<file path="config.mk">
export PLATFORM = sky130hd
export DESIGN_NAME = view_ctrl
export DESIGN_NICKNAME = d
export VERILOG_FILES = /design/src/rtl/view_ctrl_pkg.sv /design/src/rtl/startup_seq.sv /design/src/rtl/view_ctrl.sv
export SDC_FILE = /design/constraint.sdc
export NUM_CORES = 1
export LEC_CHECK = 0
export ABC_AREA = 1
export BUFFER_PORTS_ARGS = -buffer_cell sky130_fd_sc_hd__buf_4
export CORE_ASPECT_RATIO = 1.25
export CORE_MARGIN = 2
export CORE_UTILIZATION = 23
export DETAILED_ROUTE_END_ITERATION = 12
export SLEW_MARGIN = 25
export SYNTH_ARGS = -nofsm -noshare
export SYNTH_HDL_FRONTEND = slang
export SYNTH_HIERARCHICAL = 1
export SYNTH_SLANG_ARGS = --single-unit
</file>
<file path="constraint.sdc">
create_clock -name CLK -period 2.55 [get_ports CLK]
set_clock_uncertainty 0.2 [all_clocks]
set_input_delay 0.1275 -clock CLK [delete_from_list [all_inputs] [get_ports CLK]]
set_output_delay 0.1275 -clock CLK [all_outputs]
set_load 0.1 [all_outputs]
</file>
<file path="src/rtl/view_ctrl_pkg.sv">
// Shared types and default constants for the view controller.
package view_ctrl_pkg;

  typedef enum logic [1:0] {
    KEY_WAIT   = 2'd0,
    KEY_SAMPLE = 2'd1,
    KEY_HELD   = 2'd2
  } key_state_e;

  // Pressed-button view (active-high after inversion of the pins)
  typedef struct packed {
    logic up;
    logic down;
    logic left;
    logic right;
    logic zin;
    logic zout;
  } btn_t;

  localparam int unsigned DEF_COORD_W       = 10;
  localparam int unsigned DEF_STEP          = 2;
  localparam int unsigned DEF_X0            = 300;
  localparam int unsigned DEF_Y0            = 200;
  localparam int unsigned DEF_X_MAX         = 639;
  localparam int unsigned DEF_Y_MAX         = 479;
  localparam int unsigned DEF_ZOOM_W        = 3;
  localparam int unsigned DEF_ZOOM_MAX      = 5;
  localparam int unsigned DEF_DISP_DELAY    = 6;
  localparam int unsigned DEF_CALC_DELAY    = 15;
  localparam int unsigned DEF_REPEAT_FRAMES = 8;

endpackage

</file>
<file path="src/rtl/startup_seq.sv">
// Tick-driven startup sequencer: raises display then calculator enables
// and freezes once the later threshold is reached.
module startup_seq
  import view_ctrl_pkg::*;
#(
  parameter int unsigned DISP_DELAY = DEF_DISP_DELAY,
  parameter int unsigned CALC_DELAY = DEF_CALC_DELAY
) (
  input  logic CLK,
  input  logic RST,
  input  logic tick,
  output logic disp_enable,
  output logic calc_enable
);

  localparam int unsigned CNT_W = $clog2(CALC_DELAY + 1);

  logic [CNT_W-1:0] cnt_q, cnt_d;
  logic             disp_q, disp_d;
  logic             calc_q, calc_d;

  always_comb begin
    cnt_d = cnt_q;
    if (tick && (cnt_q < CNT_W'(CALC_DELAY))) begin
      cnt_d = cnt_q + CNT_W'(1);
    end
    disp_d = (cnt_d >= CNT_W'(DISP_DELAY));
    calc_d = (cnt_d == CNT_W'(CALC_DELAY));
  end

  always_ff @(posedge CLK or negedge RST) begin
    if (!RST) begin
      cnt_q  <= '0;
      disp_q <= 1'b0;
      calc_q <= 1'b0;
    end else begin
      cnt_q  <= cnt_d;
      disp_q <= disp_d;
      calc_q <= calc_d;
    end
  end

  assign disp_enable = disp_q;
  assign calc_enable = calc_q;

endmodule

</file>
<file path="src/rtl/view_ctrl.sv">
// View controller: startup gating, pixel colour register and once-per-blanking
// pan/zoom key handling. Define VIEW_CTRL_AUTOREPEAT_EN for held-key autorepeat.
module view_ctrl
  import view_ctrl_pkg::*;
#(
  parameter int unsigned COORD_W       = DEF_COORD_W,
  parameter int unsigned STEP          = DEF_STEP,
  parameter int unsigned X0            = DEF_X0,
  parameter int unsigned Y0            = DEF_Y0,
  parameter int unsigned X_MAX         = DEF_X_MAX,
  parameter int unsigned Y_MAX         = DEF_Y_MAX,
  parameter int unsigned ZOOM_W        = DEF_ZOOM_W,
  parameter int unsigned ZOOM_MAX      = DEF_ZOOM_MAX,
  parameter int unsigned DISP_DELAY    = DEF_DISP_DELAY,
  parameter int unsigned CALC_DELAY    = DEF_CALC_DELAY,
  parameter int unsigned REPEAT_FRAMES = DEF_REPEAT_FRAMES
) (
  input  logic               CLK,
  input  logic               RST,
  input  logic               tick,
  input  logic               vnotactive,
  input  logic               up,
  input  logic               down,
  input  logic               left,
  input  logic               right,
  input  logic               zin,
  input  logic               zout,
  input  logic               red_in,
  input  logic               green_in,
  input  logic               blue_in,
  output logic               red,
  output logic               green,
  output logic               blue,
  output logic [COORD_W-1:0] origin_x,
  output logic [COORD_W-1:0] origin_y,
  output logic [ZOOM_W-1:0]  zoom,
  output logic               disp_enable,
  output logic               calc_enable
);

  localparam int unsigned EXT_W = COORD_W + 1;

  key_state_e         state_q, state_d;
  btn_t               pressed_c;
  logic               any_c;
  logic               sample_c;
  logic               fire_c;
  logic [COORD_W-1:0] origin_x_q, origin_x_d;
  logic [COORD_W-1:0] origin_y_q, origin_y_d;
  logic [ZOOM_W-1:0]  zoom_q, zoom_d;
  logic               red_q, green_q, blue_q;

  startup_seq #(
    .DISP_DELAY (DISP_DELAY),
    .CALC_DELAY (CALC_DELAY)
  ) u_startup (
    .CLK         (CLK),
    .RST         (RST),
    .tick        (tick),
    .disp_enable (disp_enable),
    .calc_enable (calc_enable)
  );

  // Colour holds at white until the display is enabled
  always_ff @(posedge CLK or negedge RST) begin
    if (!RST) begin
      red_q   <= 1'b1;
      green_q <= 1'b1;
      blue_q  <= 1'b1;
    end else if (disp_enable) begin
      red_q   <= red_in;
      green_q <= green_in;
      blue_q  <= blue_in;
    end
  end

  assign pressed_c = btn_t'(~{up, down, left, right, zin, zout});
  assign any_c     = |pressed_c;

  always_comb begin
    state_d  = state_q;
    sample_c = 1'b0;
    case (state_q)
      KEY_WAIT: begin
        if (vnotactive) state_d = KEY_SAMPLE;
      end
      KEY_SAMPLE: begin
        sample_c = 1'b1;
        if (any_c)            state_d = KEY_HELD;
        else if (!vnotactive) state_d = KEY_WAIT;
      end
      KEY_HELD: begin
        if (!vnotactive) state_d = KEY_WAIT;
      end
      default: state_d = KEY_WAIT;
    endcase
  end

`ifdef VIEW_CTRL_AUTOREPEAT_EN
  localparam int unsigned REP_W = $clog2(REPEAT_FRAMES + 1);

  logic [REP_W-1:0] rep_q, rep_d;
  btn_t             prev_q, prev_d;

  // A new button set fires at once; an unchanged set fires only after the hold run
  always_comb begin
    rep_d  = rep_q;
    prev_d = prev_q;
    fire_c = 1'b0;
    if (sample_c) begin
      prev_d = pressed_c;
      if (!any_c) begin
        rep_d = '0;
      end else if (pressed_c != prev_q) begin
        rep_d  = '0;
        fire_c = 1'b1;
      end else begin
        if (rep_q < REP_W'(REPEAT_FRAMES)) rep_d = rep_q + REP_W'(1);
        fire_c = (rep_d == REP_W'(REPEAT_FRAMES));
      end
    end
  end

  always_ff @(posedge CLK or negedge RST) begin
    if (!RST) begin
      rep_q  <= '0;
      prev_q <= '0;
    end else begin
      rep_q  <= rep_d;
      prev_q <= prev_d;
    end
  end
`else
  logic unused_repeat_c;
  assign unused_repeat_c = ^32'(REPEAT_FRAMES);
  assign fire_c          = 1'b1;
`endif

  function automatic logic [COORD_W-1:0] sat_dec(input logic [COORD_W-1:0] v);
    return (v < COORD_W'(STEP)) ? '0 : v - COORD_W'(STEP);
  endfunction

  // Sum is formed one bit wider so a ceiling near 2**COORD_W cannot wrap
  function automatic logic [COORD_W-1:0] sat_inc(input logic [COORD_W-1:0] v,
                                                 input logic [EXT_W-1:0]   lim);
    logic [EXT_W-1:0] sum;
    sum = {1'b0, v} + EXT_W'(STEP);
    return (sum > lim) ? COORD_W'(lim) : v + COORD_W'(STEP);
  endfunction

  always_comb begin
    origin_x_d = origin_x_q;
    origin_y_d = origin_y_q;
    zoom_d     = zoom_q;
    if (sample_c && any_c && fire_c) begin
      if (pressed_c.up)         origin_y_d = sat_dec(origin_y_q);
      else if (pressed_c.down)  origin_y_d = sat_inc(origin_y_q, EXT_W'(Y_MAX));
      if (pressed_c.left)       origin_x_d = sat_dec(origin_x_q);
      else if (pressed_c.right) origin_x_d = sat_inc(origin_x_q, EXT_W'(X_MAX));
      if (pressed_c.zin) begin
        zoom_d = (zoom_q >= ZOOM_W'(ZOOM_MAX)) ? ZOOM_W'(ZOOM_MAX) : zoom_q + ZOOM_W'(1);
      end else if (pressed_c.zout) begin
        zoom_d = (zoom_q == '0) ? '0 : zoom_q - ZOOM_W'(1);
      end
    end
  end

  always_ff @(posedge CLK or negedge RST) begin
    if (!RST) begin
      state_q    <= KEY_WAIT;
      origin_x_q <= COORD_W'(X0);
      origin_y_q <= COORD_W'(Y0);
      zoom_q     <= '0;
    end else begin
      state_q    <= state_d;
      origin_x_q <= origin_x_d;
      origin_y_q <= origin_y_d;
      zoom_q     <= zoom_d;
    end
  end

  assign red      = red_q;
  assign green    = green_q;
  assign blue     = blue_q;
  assign origin_x = origin_x_q;
  assign origin_y = origin_y_q;
  assign zoom     = zoom_q;

endmodule

</file>
==> flow_metrics.env <==
export IMPL_finalMaxSlewViolations=0
export IMPL_period_share=0.8662
export IMPL_drive_above_1_share=0.2266
export IMPL_die_y_um=122.9
export IMPL_cp_num_buf_inv=2
export IMPL_syn_num_nets=384
export IMPL_totalWireLength_um=6593
export IMPL_row_count=43
export IMPL_die_w_um=99.10
export IMPL_nets=430
export IMPL_grt_pass1_wl_um=11310
export IMPL_drcViolationCount=0
export IMPL_viasPerCell=4.634
export IMPL_vias=2507
export IMPL_area_delta_synth_final_pct=23.48
export IMPL_grt_max_degree=35
export IMPL_critical_path_required_ns=2.50
export IMPL_grt_overflow=0
export IMPL_postSynthAreaPerCell_um2=7.242
export IMPL_ys_seq_elements=34
export IMPL_die_area_um2=12180
export IMPL_yosys_top_cells_count="nand2_1, inv_1, nand3_1"
export IMPL_fin_util=0.2897
export IMPL_grtUsageTotal=0.1124
export IMPL_holdPathStages=3
export IMPL_yosys_top_cells_area="dfrtp_1, nand2_1, dfstp_2, ha_1, inv_1"
export IMPL_post_place_ws_ns=0.3544
export IMPL_coreArea_um2=11080
export IMPL_yosysTopAreaCell="dfrtp_1"
export IMPL_drt_first_pass_iters=4
export IMPL_worstPathArrival_ns=2.15
export IMPL_synth_cell_types=33
export IMPL_wl_per_cell_um=12.19
export IMPL_diodes=0
export IMPL_seq_area_frac_synth=0.3321
export IMPL_synthArstFlopShare=1.000
export IMPL_r2r_end="origin_x[9]"
export IMPL_finalCriticalPeriod_ns=2.209
export IMPL_dr_first_iter_drc_count=132
export IMPL_max_stage_delay_ns=0.59
export IMPL_ys_flop_type="dfrtp_1"
export IMPL_start_util=0.2346
export IMPL_reg2reg_depth=9
export IMPL_cts_buffers=5
export IMPL_critPathTopFamily="simple AND/OR/NAND/NOR gates"
export IMPL_drv_cap=0
export IMPL_synth_warnings=6
export IMPL_start_kind="flop"
export IMPL_ctsRootBufferMaster="clkbuf_16"
export IMPL_synth_most_common_cell="nand2_1"
export IMPL_syn_area_um2=2600
export IMPL_worst_pin_slew_ns=0.4734
export IMPL_path_cells="inv_1 -> ha_1 -> inv_1 -> nor2_1 -> nand3_1 -> nor3_1 -> nand4_1 -> nand4_1 -> nand3_1"
export IMPL_relSlewSlack=0.6844
export IMPL_clk_latency_ns=0.28
export IMPL_antenna_found_initial=0
export IMPL_cts_buffer_depth=2
export IMPL_h_tree_depth=2
export IMPL_final_setup_viol_count=0
export IMPL_port_buffers=40
export IMPL_cts_resized=0
export IMPL_hold_viol=0
export IMPL_clk_pin_slew_worst_paths_ns=0.05
export IMPL_fmax_mhz=452.7
export IMPL_grt_pass1_vias=2443
export IMPL_yosys_area_top_type_share=0.2310
export IMPL_rsz0062_at_grt="false"
export IMPL_gp_congestion=0.8485
export IMPL_post_cts_buffers=0
export IMPL_worst_r2r_setup_slack_ns=0.34
export IMPL_syn_inst=359
export IMPL_clkSinkCount=34
export IMPL_finalSetupTns_ns=0
export IMPL_hp_start="left"
export IMPL_regToRegStartpoint="origin_x[2]"
export IMPL_status="finished clean"
export IMPL_worst_slack_ns=0.3411
export IMPL_crit_type="reg2reg"
export IMPL_io_pins=41
export IMPL_dpl_hpwl_um=5135
export IMPL_cts_tree="built"
export IMPL_ant_nets=0
export IMPL_slowest_stage="dfstp_2"
export IMPL_synth_edf_count=0
export IMPL_hold_class="in2reg"
export IMPL_end_kind="flop"
export IMPL_cp_max_fo=7
export IMPL_min_to="origin_x[4]"
through the flow:
step,hold slack [ns],area (um2),instances
6_report,0.01697,3211,541
5_1_grt,0.03074,3211,541
4_1_cts,0.01267,3211,541
3_5_place_dp,-0.07512,3002,526
3_3_place_gp,-0.08379,3002,526
2_1_floorplan,-0.3681,2601,359
layout by cell type, fill, tap and decap left out, types with 2 or more instances in the layout:
| master | synthesis | final |
|---|---|---|
| a21boi_1 | 6 | 6 |
| a21oi_1 | 13 | 13 |
| buf_4 | 3 | 40 |
| clkbuf_16 | 0 | 5 |
| clkinv_2 | 0 | 2 |
| dfrtp_1 | 24 | 23 |
| dfstp_2 | 10 | 10 |
| dlygate4sd3_1 | 0 | 7 |
| ha_1 | 12 | 12 |
| inv_1 | 39 | 39 |
| inv_2 | 3 | 3 |
| mux2_2 | 3 | 3 |
| nand2_1 | 97 | 97 |
| nand2_2 | 10 | 10 |
| nand3_1 | 27 | 27 |
| nand3_2 | 7 | 7 |
| nand4_1 | 12 | 12 |
| nor2_1 | 26 | 26 |
| nor2_2 | 7 | 7 |
| nor3_1 | 4 | 4 |
| o21ai_0 | 19 | 19 |
| o21ai_1 | 4 | 4 |
| o22ai_1 | 4 | 4 |
| xnor2_1 | 4 | 4 |
| xor2_1 | 12 | 12 |
registers in the layout, indices dropped and copies added, names as in the netlist:
name and count:
red 1, zoom 3, origin_x 10, u_startup/cnt_q 4, blue 1, u_startup/calc_enable 1
origin_y 10, green 1, u_startup/disp_enable 1, state_q 2
final cells by class:
type / count / area (um2)
clock inverters: 2 / 10.01
inverters: 42 / 157.7
fillers: 1212 / 7873
flip-flops and latches: 34 / 864.6
well taps: 135 / 168.9
multi-input cells: 275 / 1510
clock buffers: 6 / 128.9
repair buffers: 47 / 370.4
worst register-to-register path, cell delays in order, from the launching register on:
cell and delay, ns:
dfstp_2 0.59, inv_1 0.10, ha_1 0.30, inv_1 0.05
nor2_1 0.09, nand3_1 0.08, nor3_1 0.13, nand4_1 0.22
nand4_1 0.23, nand3_1 0.09
kinds of logic (layout without fill, tap and decap cells):
| family | after synthesis | count (layout) | share of synthesized area |
|---|---|---|---|
| DFF | 34 | 34 | 0.3321 |
| adders and majority gates | 12 | 12 | 0.05775 |
| muxes | 3 | 3 | 0.01299 |
| xor gates and xnor gates | 16 | 16 | 0.05390 |
| buffers and inverters | 50 | 97 | 0.08710 |
| and+or+nand+nor | 195 | 195 | 0.3508 |
| AOI/OAI and AO/OA | 49 | 49 | 0.1054 |
metal layers:
| metal | wire (um) | global-route usage | vias up | share of wire |
|---|---|---|---|---|
| met4 | 68 | 0.03253 | 0 | 0.010 |
| met1 | 2824 | 0.1372 | 1176 | 0.43 |
| li1 | - | - | 1254 | - |
| met3 | 331 | 0.02164 | 6 | 0.050 |
| met2 | 3369 | 0.2006 | 71 | 0.51 |
| met5 | 0 | 0 | - | 0 |
what timing repair did:
item,in CTS,in global routing
endpoints found under the setup margin,0,0
hold endpoints to repair,41,0
hold buffers,7,0
how the worst max path moves through the flow:
stage	to	cells after the start	start	slack, ns
floorplan	origin_y[8]	9	origin_y[1]	0.001
global placement	origin_x[9]	9	origin_x[2]	0.41
detailed placement	origin_x[9]	9	origin_x[2]	0.35
CTS	origin_x[9]	9	origin_x[2]	0.34
global route	origin_x[9]	9	origin_x[2]	0.12
finish	origin_x[9]	9	origin_x[2]	0.34
Power is left out: the tool's default activity adds up to more than one toggle a clock period on the data nets, which glitch-free logic cannot reach.
